===== src/rtl/apb_rmw_pkg.sv =====
// Shared types and constants for the APB read-modify-write master.
package apb_rmw_pkg;

  typedef enum logic [2:0] {
    IDLE      = 3'd0,
    RD_SETUP  = 3'd1,
    RD_ACCESS = 3'd2,
    WR_SETUP  = 3'd3,
    WR_ACCESS = 3'd4,
    RESP      = 3'd5
  } apb_rmw_state_e;

  // Wide enough for any sane lane count; callers slice to STRB_WIDTH.
  localparam logic [127:0] FULL_STRB = '1;
  localparam logic [127:0] NO_STRB   = '0;

  function automatic bit data_width_ok(input int width);
    return (width > 0) && ((width % 8) == 0);
  endfunction

endpackage


===== src/rtl/apb_master_byte_masking.sv =====
// Byte-lane merge: enabled lanes take the new write data, others keep the read word.
module apb_master_byte_masking #(
  parameter int DATA_WIDTH = 32,
  parameter int STRB_WIDTH = DATA_WIDTH / 8
) (
  input  logic [STRB_WIDTH-1:0] pstrb_byte_mask,
  input  logic [DATA_WIDTH-1:0] apb_write_data,
  input  logic [DATA_WIDTH-1:0] PRDATA,
  output logic [DATA_WIDTH-1:0] PWDATA
);

  always_comb begin
    PWDATA = PRDATA;
    for (int i = 0; i < STRB_WIDTH; i++) begin
      if (pstrb_byte_mask[i]) PWDATA[8*i +: 8] = apb_write_data[8*i +: 8];
    end
  end

endmodule


===== src/rtl/apb_master_rmw_ctrl.sv =====
// APB3 master: single-command sequencer, partial-strobe writes done as read-modify-write,
// with a PREADY watchdog.
//
//  state     | meaning
//  IDLE      | cmd_ready=1, waiting for a command
//  RD_SETUP  | read SETUP phase (PSEL=1, PENABLE=0)
//  RD_ACCESS | read ACCESS phase, waiting for PREADY
//  WR_SETUP  | write SETUP phase, PWDATA holds the merged word
//  WR_ACCESS | write ACCESS phase, waiting for PREADY
//  RESP      | one-cycle rsp_valid pulse
module apb_master_rmw_ctrl
  import apb_rmw_pkg::*;
#(
  parameter int ADDR_WIDTH     = 12,
  parameter int DATA_WIDTH     = 32,
  parameter int STRB_WIDTH     = DATA_WIDTH / 8,
  parameter int TIMEOUT_CYCLES = 16
) (
  input  logic                  PCLK,
  input  logic                  PRESETn,
  input  logic                  cmd_valid,
  output logic                  cmd_ready,
  input  logic                  cmd_write,
  input  logic [ADDR_WIDTH-1:0] cmd_addr,
  input  logic [DATA_WIDTH-1:0] cmd_wdata,
  input  logic [STRB_WIDTH-1:0] cmd_strb,
  output logic                  rsp_valid,
  output logic [DATA_WIDTH-1:0] rsp_rdata,
  output logic                  rsp_err,
  output logic                  rsp_timeout,
  output logic                  PSEL,
  output logic                  PENABLE,
  output logic                  PWRITE,
  output logic [ADDR_WIDTH-1:0] PADDR,
  output logic [DATA_WIDTH-1:0] PWDATA,
  input  logic [DATA_WIDTH-1:0] PRDATA,
  input  logic                  PREADY,
  input  logic                  PSLVERR
);

  localparam int CW = (TIMEOUT_CYCLES > 0) ? $clog2(TIMEOUT_CYCLES + 1) : 1;
  localparam logic [STRB_WIDTH-1:0] STRB_ALL  = FULL_STRB[STRB_WIDTH-1:0];
  localparam logic [STRB_WIDTH-1:0] STRB_NONE = NO_STRB[STRB_WIDTH-1:0];

  generate
    if (!data_width_ok(DATA_WIDTH)) begin : g_bad_width
      $error("apb_master_rmw_ctrl: DATA_WIDTH must be a multiple of 8");
    end
  endgenerate

  apb_rmw_state_e        state_q, state_d;
  logic [ADDR_WIDTH-1:0] addr_q, addr_d;
  logic [DATA_WIDTH-1:0] wdata_q, wdata_d, rd_q, rd_d, pwdata_q, pwdata_d;
  logic [DATA_WIDTH-1:0] rsp_rdata_q, rsp_rdata_d;
  logic [STRB_WIDTH-1:0] strb_q, strb_d;
  logic                  write_q, write_d, pwrite_q, pwrite_d;
  logic                  psel_q, psel_d, penable_q, penable_d, cmd_ready_q, cmd_ready_d;
  logic                  rsp_valid_q, rsp_valid_d, rsp_err_q, rsp_err_d;
  logic                  rsp_timeout_q, rsp_timeout_d;
  logic [CW-1:0]         wdog_q, wdog_d;

  logic [STRB_WIDTH-1:0] mask_strb;
  logic [DATA_WIDTH-1:0] mask_wdata, mask_rd, merged;
  logic                  wdog_hit;

  // Merge inputs are taken from whatever is about to be latched, so PWDATA is
  // already final on the first WR_SETUP cycle.
  always_comb begin
    mask_strb  = (state_q == IDLE) ? cmd_strb  : strb_q;
    mask_wdata = (state_q == IDLE) ? cmd_wdata : wdata_q;
    mask_rd    = (state_q == RD_ACCESS) ? PRDATA : rd_q;
  end

  apb_master_byte_masking #(
    .DATA_WIDTH (DATA_WIDTH),
    .STRB_WIDTH (STRB_WIDTH)
  ) u_byte_mask (
    .pstrb_byte_mask (mask_strb),
    .apb_write_data  (mask_wdata),
    .PRDATA          (mask_rd),
    .PWDATA          (merged)
  );

  assign wdog_hit = (TIMEOUT_CYCLES != 0) && (wdog_q == CW'(TIMEOUT_CYCLES));

  always_comb begin
    state_d       = state_q;
    addr_d        = addr_q;
    wdata_d       = wdata_q;
    strb_d        = strb_q;
    write_d       = write_q;
    rd_d          = rd_q;
    pwdata_d      = pwdata_q;
    pwrite_d      = pwrite_q;
    wdog_d        = wdog_q;
    rsp_rdata_d   = rsp_rdata_q;
    rsp_err_d     = rsp_err_q;
    rsp_timeout_d = rsp_timeout_q;
    case (state_q)
      IDLE: begin
        if (cmd_valid && cmd_ready_q) begin
          addr_d  = cmd_addr;
          wdata_d = cmd_wdata;
          strb_d  = cmd_strb;
          write_d = cmd_write;
          if (!cmd_write || (cmd_strb != STRB_ALL && cmd_strb != STRB_NONE)) begin
            state_d  = RD_SETUP;
            pwrite_d = 1'b0;
          end else if (cmd_strb == STRB_ALL) begin
            state_d  = WR_SETUP;
            pwrite_d = 1'b1;
            pwdata_d = merged;
          end else begin
            state_d       = RESP;
            rsp_rdata_d   = merged;
            rsp_err_d     = 1'b0;
            rsp_timeout_d = 1'b0;
          end
        end
      end
      RD_SETUP: begin
        state_d = RD_ACCESS;
        wdog_d  = '0;
      end
      RD_ACCESS: begin
        if (PREADY) begin
          rd_d = PRDATA;
          if (PSLVERR || !write_q) begin
            state_d       = RESP;
            rsp_rdata_d   = PRDATA;
            rsp_err_d     = PSLVERR;
            rsp_timeout_d = 1'b0;
          end else begin
            state_d  = WR_SETUP;
            pwrite_d = 1'b1;
            pwdata_d = merged;
          end
        end else if (wdog_hit) begin
          state_d       = RESP;
          rsp_rdata_d   = rd_q;
          rsp_err_d     = 1'b1;
          rsp_timeout_d = 1'b1;
        end else begin
          wdog_d = wdog_q + CW'(1);
        end
      end
      WR_SETUP: begin
        state_d = WR_ACCESS;
        wdog_d  = '0;
      end
      WR_ACCESS: begin
        if (PREADY) begin
          state_d       = RESP;
          rsp_rdata_d   = pwdata_q;
          rsp_err_d     = PSLVERR;
          rsp_timeout_d = 1'b0;
        end else if (wdog_hit) begin
          state_d       = RESP;
          rsp_rdata_d   = pwdata_q;
          rsp_err_d     = 1'b1;
          rsp_timeout_d = 1'b1;
        end else begin
          wdog_d = wdog_q + CW'(1);
        end
      end
      RESP:    state_d = IDLE;
      default: state_d = IDLE;
    endcase
    rsp_valid_d = (state_d == RESP);
    cmd_ready_d = (state_d == IDLE);
    psel_d      = (state_d == RD_SETUP) || (state_d == RD_ACCESS) ||
                  (state_d == WR_SETUP) || (state_d == WR_ACCESS);
    penable_d   = (state_d == RD_ACCESS) || (state_d == WR_ACCESS);
  end

  always_ff @(posedge PCLK) begin
    if (!PRESETn) begin
      state_q       <= IDLE;
      addr_q        <= '0;
      wdata_q       <= '0;
      strb_q        <= '0;
      write_q       <= 1'b0;
      rd_q          <= '0;
      pwdata_q      <= '0;
      pwrite_q      <= 1'b0;
      psel_q        <= 1'b0;
      penable_q     <= 1'b0;
      cmd_ready_q   <= 1'b0;
      rsp_valid_q   <= 1'b0;
      rsp_rdata_q   <= '0;
      rsp_err_q     <= 1'b0;
      rsp_timeout_q <= 1'b0;
      wdog_q        <= '0;
    end else begin
      state_q       <= state_d;
      addr_q        <= addr_d;
      wdata_q       <= wdata_d;
      strb_q        <= strb_d;
      write_q       <= write_d;
      rd_q          <= rd_d;
      pwdata_q      <= pwdata_d;
      pwrite_q      <= pwrite_d;
      psel_q        <= psel_d;
      penable_q     <= penable_d;
      cmd_ready_q   <= cmd_ready_d;
      rsp_valid_q   <= rsp_valid_d;
      rsp_rdata_q   <= rsp_rdata_d;
      rsp_err_q     <= rsp_err_d;
      rsp_timeout_q <= rsp_timeout_d;
      wdog_q        <= wdog_d;
    end
  end

  assign cmd_ready   = cmd_ready_q;
  assign rsp_valid   = rsp_valid_q;
  assign rsp_rdata   = rsp_rdata_q;
  assign rsp_err     = rsp_err_q;
  assign rsp_timeout = rsp_timeout_q;
  assign PSEL        = psel_q;
  assign PENABLE     = penable_q;
  assign PWRITE      = pwrite_q;
  assign PADDR       = addr_q;
  assign PWDATA      = pwdata_q;

endmodule


===== config.mk =====
export PLATFORM = sky130hd
export DESIGN_NAME = apb_master_rmw_ctrl
export DESIGN_NICKNAME = d
export VERILOG_FILES = /design/src/rtl/apb_rmw_pkg.sv /design/src/rtl/apb_master_byte_masking.sv /design/src/rtl/apb_master_rmw_ctrl.sv
export SDC_FILE = /design/constraint.sdc
export NUM_CORES = 1
export LEC_CHECK = 0
export BUFFER_PORTS_ARGS = -buffer_cell sky130_fd_sc_hd__buf_4
export CAP_MARGIN = 20
export CORE_UTILIZATION = 57
export CTS_CLUSTER_SIZE = 8
export DETAILED_ROUTE_END_ITERATION = 16
export MAX_ROUTING_LAYER = met4
export PLACE_DENSITY = 0.92
export SYNTH_ARGS = -nofsm -noshare
export SYNTH_HDL_FRONTEND = slang
export SYNTH_SLANG_ARGS = --single-unit

===== constraint.sdc =====
create_clock -name PCLK -period 5.2 [get_ports PCLK]
set_input_delay 0.52 -clock PCLK [delete_from_list [all_inputs] [get_ports PCLK]]
set_output_delay 0.52 -clock PCLK [all_outputs]
set_load 0.005 [all_outputs]

# After elaboration in Yosys (flattened, before gate mapping)
# Index checks and enable logic that the tools add are counted.
# W data, S select, Z words.
[word_totals]
ff_bits = 160
latch_bits = 0
ramBits = 0
rom_bits = 0
in_bits = 86
out_inout_bits = 83
word_cells = 118
memories = 0
[op_classes]
add_sub_neg = 1
mul = 0
div_mod_pow = 0
order_cmp = 0
eq_ne = 24
n_shift = 0
muxes = 52
bitwise = 0
reduce_logical = 25
[ops]
columns = ["op", "n"]
rows = [
  ["$mux W32", 15],
  ["$pmux W32 S3", 1],
  ["$pmux W32 S2", 1],
  ["$mux W8", 4],
  ["$mux W3", 7],
  ["$mux W1", 16],
  ["$pmux W3 S5", 1],
  ["$eq A3 B2 Y1 const B", 4],
  ["$ne A2 B2 Y1 const B", 6],
  ["$mux W5", 2],
  ["$pmux W5 S2", 1],
  ["$reduce_and A5 Y1", 2],
  ["$eq A3 B3 Y1 const B", 3],
  ["$reduce_and A7 Y1", 1],
  ["$eq A3 B1 Y1 const B", 2],
  ["$logic_not A3 Y1", 2],
  ["$logic_or A1 B1 Y1", 6],
  ["$ne A3 B3 Y1 const B", 2],
  ["$pmux W1 S3", 2],
  ["$reduce_and A6 Y1", 1],
  ["$add A5 B1 Y5 const B", 1],
  ["$eq A5 B5 Y1 const B", 1],
  ["$eq A4 B4 Y1 const B", 1],
  ["$mux W4", 1],
  ["13 further kinds", 19],
]

# Depth between registers and ports, before layout
[logic_depth]
word_depth = 10
mapped_depth = 8
ltp_nobuf = 6

# By module
# Synthesis repeated with hierarchy kept, for this count alone.
[hier_totals]
cells_unflattened = 1113
area_unflattened_um2 = 8597.0
[by_module_without_submodules]
columns = ["mod", "instances", "cells_each", "area_per_inst_um2", "seq_area_each_um2"]
rows = [
  ["apb_master_rmw_ctrl", 1, 1077, 8071.5, 3203.1],
  ["apb_master_byte_masking", 1, 36, 525.5, 0.0],
]

# Least setup slack after synthesis
# Ideal clock, no wire load.
[synth_path]
kind = "in2reg"
from = "input port cmd_strb[3]"
to = "register rsp_rdata_q[1], in the netlist rsp_rdata[1]"
setup_ps = 139
t_arrival_ps = 1773
path_slack_ps = 3287
cell_stages = 6
path_cell_list = "or4_4 -> o22ai_4 -> and3_1 -> buf_4 -> buf_6 -> a311oi_2"
[synth_via]
elab_chain_len = 5
elab_cells_between_ends = 8
[synth_lines]
columns = ["item", "line_no", "text"]
rows = [
  ["from (decl)", "apb_master_rmw_ctrl.sv:26", "input logic [STRB_WIDTH-1:0] cmd_strb,"],
  ["$ne A4 B4 Y1 or $reduce_bool A4 Y1 (tied branches)", "apb_master_rmw_ctrl.sv:106", "if (!cmd_write || (cmd_strb != STRB_ALL && cmd_strb != STRB_NONE)) begin"],
  ["$logic_and A1 B1 Y1", "apb_master_rmw_ctrl.sv:106", ""],
  ["$logic_or A1 B1 Y1", "apb_master_rmw_ctrl.sv:106", ""],
  ["$ne A2 B2 Y1 (no source line)", "n/a", ""],
  ["$reduce_and A7 Y1 (no source line) *", "n/a", ""],
  ["to (signal assigned)", "apb_master_rmw_ctrl.sv:207", "rsp_rdata_q <= rsp_rdata_d;"],
  ["to (decl)", "apb_master_rmw_ctrl.sv:54", "logic [DATA_WIDTH-1:0] rsp_rdata_q, rsp_rdata_d;"],
]
# Mark *: on every way between the ends. The rest lies on a longest branch, timed or not.
# A chain may end at the register's enable or synchronous reset.

# Worst setup path after layout
[layout_path]
from = "register state_q[1]"
to = "register pwrite_q, in the netlist PWRITE"
[layout_via]
elab_chain_len = 3
elab_cells_between_ends = 9
[layout_lines]
columns = ["item", "line_no", "text"]
rows = [
  ["from (decl)", "apb_master_rmw_ctrl.sv:51", "apb_rmw_state_e state_q, state_d;"],
  ["from (signal assigned)", "apb_master_rmw_ctrl.sv:195", "state_q <= state_d;"],
  ["$eq A3 B2 Y1 or $logic_not A3 Y1 (tied branches)", "apb_master_rmw_ctrl.sv:99", "case (state_q)"],
  ["$ne A2 B2 Y1 (no source line) (tied with other cells)", "n/a", ""],
  ["$reduce_and A5 Y1 (no source line)", "n/a", ""],
  ["to (signal assigned)", "apb_master_rmw_ctrl.sv:202", "pwrite_q <= pwrite_d;"],
  ["to (decl)", "apb_master_rmw_ctrl.sv:56", "logic write_q, write_d, pwrite_q, pwrite_d;"],
]
# Several ways; a longest one is shown, not always the timed one.

==> metrics.log <==
[metrics] run status: completed
[metrics] total CTS buffers: 17
[metrics] CP peak stage delay: roughly 1.0 ns
[metrics] fraction of layout instances using a drive strength above 1: 0.211
[metrics] post-layout net count: ~1200
[metrics] critical path's slowest cell: and3_2
[metrics] FMAX: approximately 330 MHz
[metrics] Clock Skew: slightly above 0.006 ns
[metrics] Syn Std Cell Area: roughly 8600 µm²
[metrics] clock tree root buffer cell: clkbuf_16
[metrics] TritonRoute pass-1 iters: 6
[metrics] net count of the mapped netlist: approximately 1100
[metrics] internal power contribution: roughly 0.0024 W
[metrics] number of antenna violations at the first check in global routing: 1
[metrics] routability congestion estimate: between 0.9 and 1
[metrics] signal arrival time at the worst endpoint: between 3 and 4 ns
[metrics] Core ar.: 14600 µm²
[metrics] Static Leakage: between 3 and 4 nW
[metrics] # clock sinks: between 150 and 200
[metrics] half-perimeter wire length of the detailed placement result: about 17 mm
[metrics] post-synthesis area per instance: approximately 8.1 µm²
[metrics] Residual DRC: 0
[metrics] Final period util: 0.581
[metrics] GRT Total Usage: 0.355
[metrics] TNS Setup: 0 ns
[metrics] initial drt markers: roughly 1300
[metrics] number of H-tree levels: 4
[metrics] most common library cells after synthesis: 197 x nand2_1, 160 x dfxtp_1, 123 x a21oi_1
[metrics] wire length of the first global-routing pass: roughly 43 mm
[metrics] kind of end point of the critical path: flip-flop
[metrics] cell types occupying the most area after synthesis: dfxtp_1 37%, mux2i_1 11%, nand2_1 8.6%
[metrics] proportion of power drawn by flip-flops and latches: 0.409
[metrics] synthesis-stage register bit count: 160
[metrics] RSZ-0062 raised after global routing: false
[metrics] storage element area: between 3000 and 4000 µm²
[metrics] horizontal extent of the die: 125 µm
[metrics] number of core rows: 44
[metrics] Cell Chain, Critical Path: buf_4, nor3_4, buf_4, and3_2, o32a_1, o221a_1
[metrics] share of the core filled with cells: 0.706
[metrics] Post-CTS Setup Bufs: 0
[metrics] area share of the leading cell type in the synthesized netlist: 0.374
[metrics] pin slew with the least headroom to its limit: about 1.1 ns
[metrics] pre-CTS setup slack: 2.24 ns
[metrics] buffer levels on the longest clock path: 2
[metrics] detailed-route via count: approximately 9000
[metrics] Overflow after GRT: 0
[metrics] Peak VDD IR: about 0.00025 V
[metrics] crit-path max FO: 50
[metrics] net switching power: 0.000973 W
[metrics] main flop type after synthesis: dfxtp_1
[metrics] share of synthesized area occupied by flip-flops and latches: 0.374
[metrics] normalized max-slew margin: 0.244
[metrics] number of nets with antenna violations after detailed routing: 0
[metrics] CP Buf/Inv Count: 2
[metrics] cell taking the most area after synthesis: dfxtp_1
[metrics] MaxCap Viol Count: 0
[metrics] worst min path class: in -> reg
[metrics] power per cell area: 328 nW/µm²
[metrics] number of filler cells placed in the layout: 1110
[metrics] Via density: between 6 and 7
[metrics] Final WS setup: 2.18 ns
[metrics] per-cell routed wire length: 20.1 µm
[metrics] area growth from synthesis to layout: 20.3%
[metrics] total of hold buffers inserted after clock tree synthesis: 0
[metrics] initial standard-cell utilization of the core: 0.587
[metrics] total instance count after detailed placement: between 1000 and 1500
[metrics] kind of cell adding the most delay to the critical path: simple AND/OR/NAND/NOR gates
[metrics] vias in the first global route: 8640
[metrics] die area: 15500 µm²
[metrics] Switching Fraction: 0.288
[metrics] count of cells resized by post-cts repair: 0
[metrics] number of cells produced by synthesis: between 1000 and 1500
[metrics] non-filler cells in the finished layout: about 1400
[metrics] CP Class: reg -> reg
[metrics] Logic pwr share: 0.216
[metrics] count of endpoints failing setup in the final report: 0
[metrics] total count of max-transition violations in the final report: 0
[metrics] multi-input gate area in the final layout: slightly below 5000 µm²
[metrics] power share of the clock group: 0.375
[metrics] largest net degree at the start of global routing: 72
[metrics] CP startpoint kind: flip-flop
[metrics] number of different library cells in the post-synthesis netlist: between 60 and 70
[metrics] CTS tree: done
[metrics] final critical delay including setup and external delays: around 3.0 ns
[metrics] count of flip-flops with a built-in enable after synthesis: 0
[metrics] share of flip-flops with an asynchronous set or reset: 0
[metrics] number of primary I/O pins: approximately 170
[metrics] clock latency of the later-clocked register in the worst-skew pair: between 0.4 and 0.5 ns
[metrics] WP data required: 5.58 ns
[metrics] most frequently used cell type in the post-synthesis netlist: nand2_1
[metrics] clock slew seen by the registers of the worst setup and hold paths: ~0.06 ns
[metrics] height of the die: 125 µm
[metrics] yosys warns: 0
[metrics] number of endpoints with negative hold slack in the final report: 0
[metrics] CP dominant cell by count: buf_4
[metrics] final routed wirelength across all metal layers: 27.2 mm
[metrics] number of buffer cells added on primary ports: ~170
-- cell families (layout without fill, tap and decap cells) --
family          after synthesis  after routing  share of synthesized area
compound gates              317            317                      0.252
fa+ha+maj                     2              2                    0.00292
simple gates                372            372                      0.199
buf+inv                     109            223                     0.0611
flops                       160            160                      0.374
other cells                   0              1                          0
xor+xnor                      1              1                    0.00190
mux                          93             93                      0.109
-- sequential cells by signal (all words and copies together), names as in the netlist --
signal	count
rd_q	32
wdata_q	32
PENABLE	1
wdog_q	5
PWDATA	32
rsp_timeout	1
PADDR	12
PWRITE	1
strb_q	4
rsp_rdata	32
state_q	3
PSEL	1
write_q	1
rsp_err	1
cmd_ready	1
rsp_valid	1
-- power by group through the flow --
stage / Clock, W / Sequential [W] / Combinational (W)
4_1_cts: 0.00127 / 0.00138 / 0.000713
5_1_grt: 0.00132 / 0.00139 / 0.000779
3_3_place_gp: 0 / 0.00140 / 0.000686
3_5_place_dp: 0 / 0.00140 / 0.000705
6_report: 0.00127 / 0.00138 / 0.000729
2_1_floorplan: 0 / 0.00138 / 0.000472
-- layout by cell type (no fill, tap or decap), types with 3 or more instances in the layout --
master,synthesis,final
a31oi_1,33,33
inv_1,9,9
o21ai_0,36,36
dfxtp_2,0,3
a311oi_1,19,19
bufinv_16,0,3
clkinv_2,0,4
a311oi_2,11,11
mux2i_1,93,93
clkbuf_16,0,17
nand2b_1,3,3
and2_1,3,3
o211ai_1,30,30
nor3_1,3,3
buf_4,9,182
nand3_1,65,64
nor2b_1,32,32
o31ai_2,4,4
nand2_1,197,197
clkbuf_8,0,3
o31ai_1,3,3
dfxtp_1,160,157
a2bb2oi_1,29,29
o21a_1,6,6
a211oi_1,5,5
or3_1,7,7
nor2_1,37,37
a21oi_1,123,123
-- stage by stage --
stage | hold slack [ns] | total power (W) | cell area [µm²]
3_5_place_dp | 0.447 | 0.00211 | 9710
2_1_floorplan | 0.431 | 0.00185 | 8560
5_1_grt | 0.338 | 0.00349 | 10300
4_1_cts | 0.327 | 0.00336 | 10300
3_3_place_gp | 0.437 | 0.00208 | 9710
6_report | 0.332 | 0.00337 | 10300
-- worst min-delay path, stage by stage --
cell and delay, ns:
buf_4 0.11, nand2_1 0.04, a21oi_1 0.05
-- routing by layer --
metal	part of all wire	vias up	track usage	routed length (µm)
met5	0	-	-	0
met4	0.049	0	0.230	1330
met3	0.11	139	0.0743	3100
met2	0.47	726	0.562	12900
met1	0.36	4137	0.407	9860
li1	-	4011	-	-
-- path summary, 6_finish.rpt --
check / end / start / slack, ns / cells after the start
setup reg to reg: PWRITE / state_q[1] / 2.18 / 6
hold reg to reg: PADDR[2] / PADDR[2] / 0.46 / 2
hold / removal: PADDR[3] / cmd_addr[3] / 0.33 / 3
setup / recovery: PWRITE / state_q[1] / 2.18 / 6
-- final cells by class --
class                   instances  area share
diodes                          1    0.000243
clock buffers                  22      0.0460
clock inverters                 7      0.0107
inverters                      12     0.00462
multi-input cells             785       0.472
flip-flops and latches        160       0.311
well taps                     184      0.0224
repair buffers                182       0.133
Note: power is estimated with default switching activity, not from simulation.
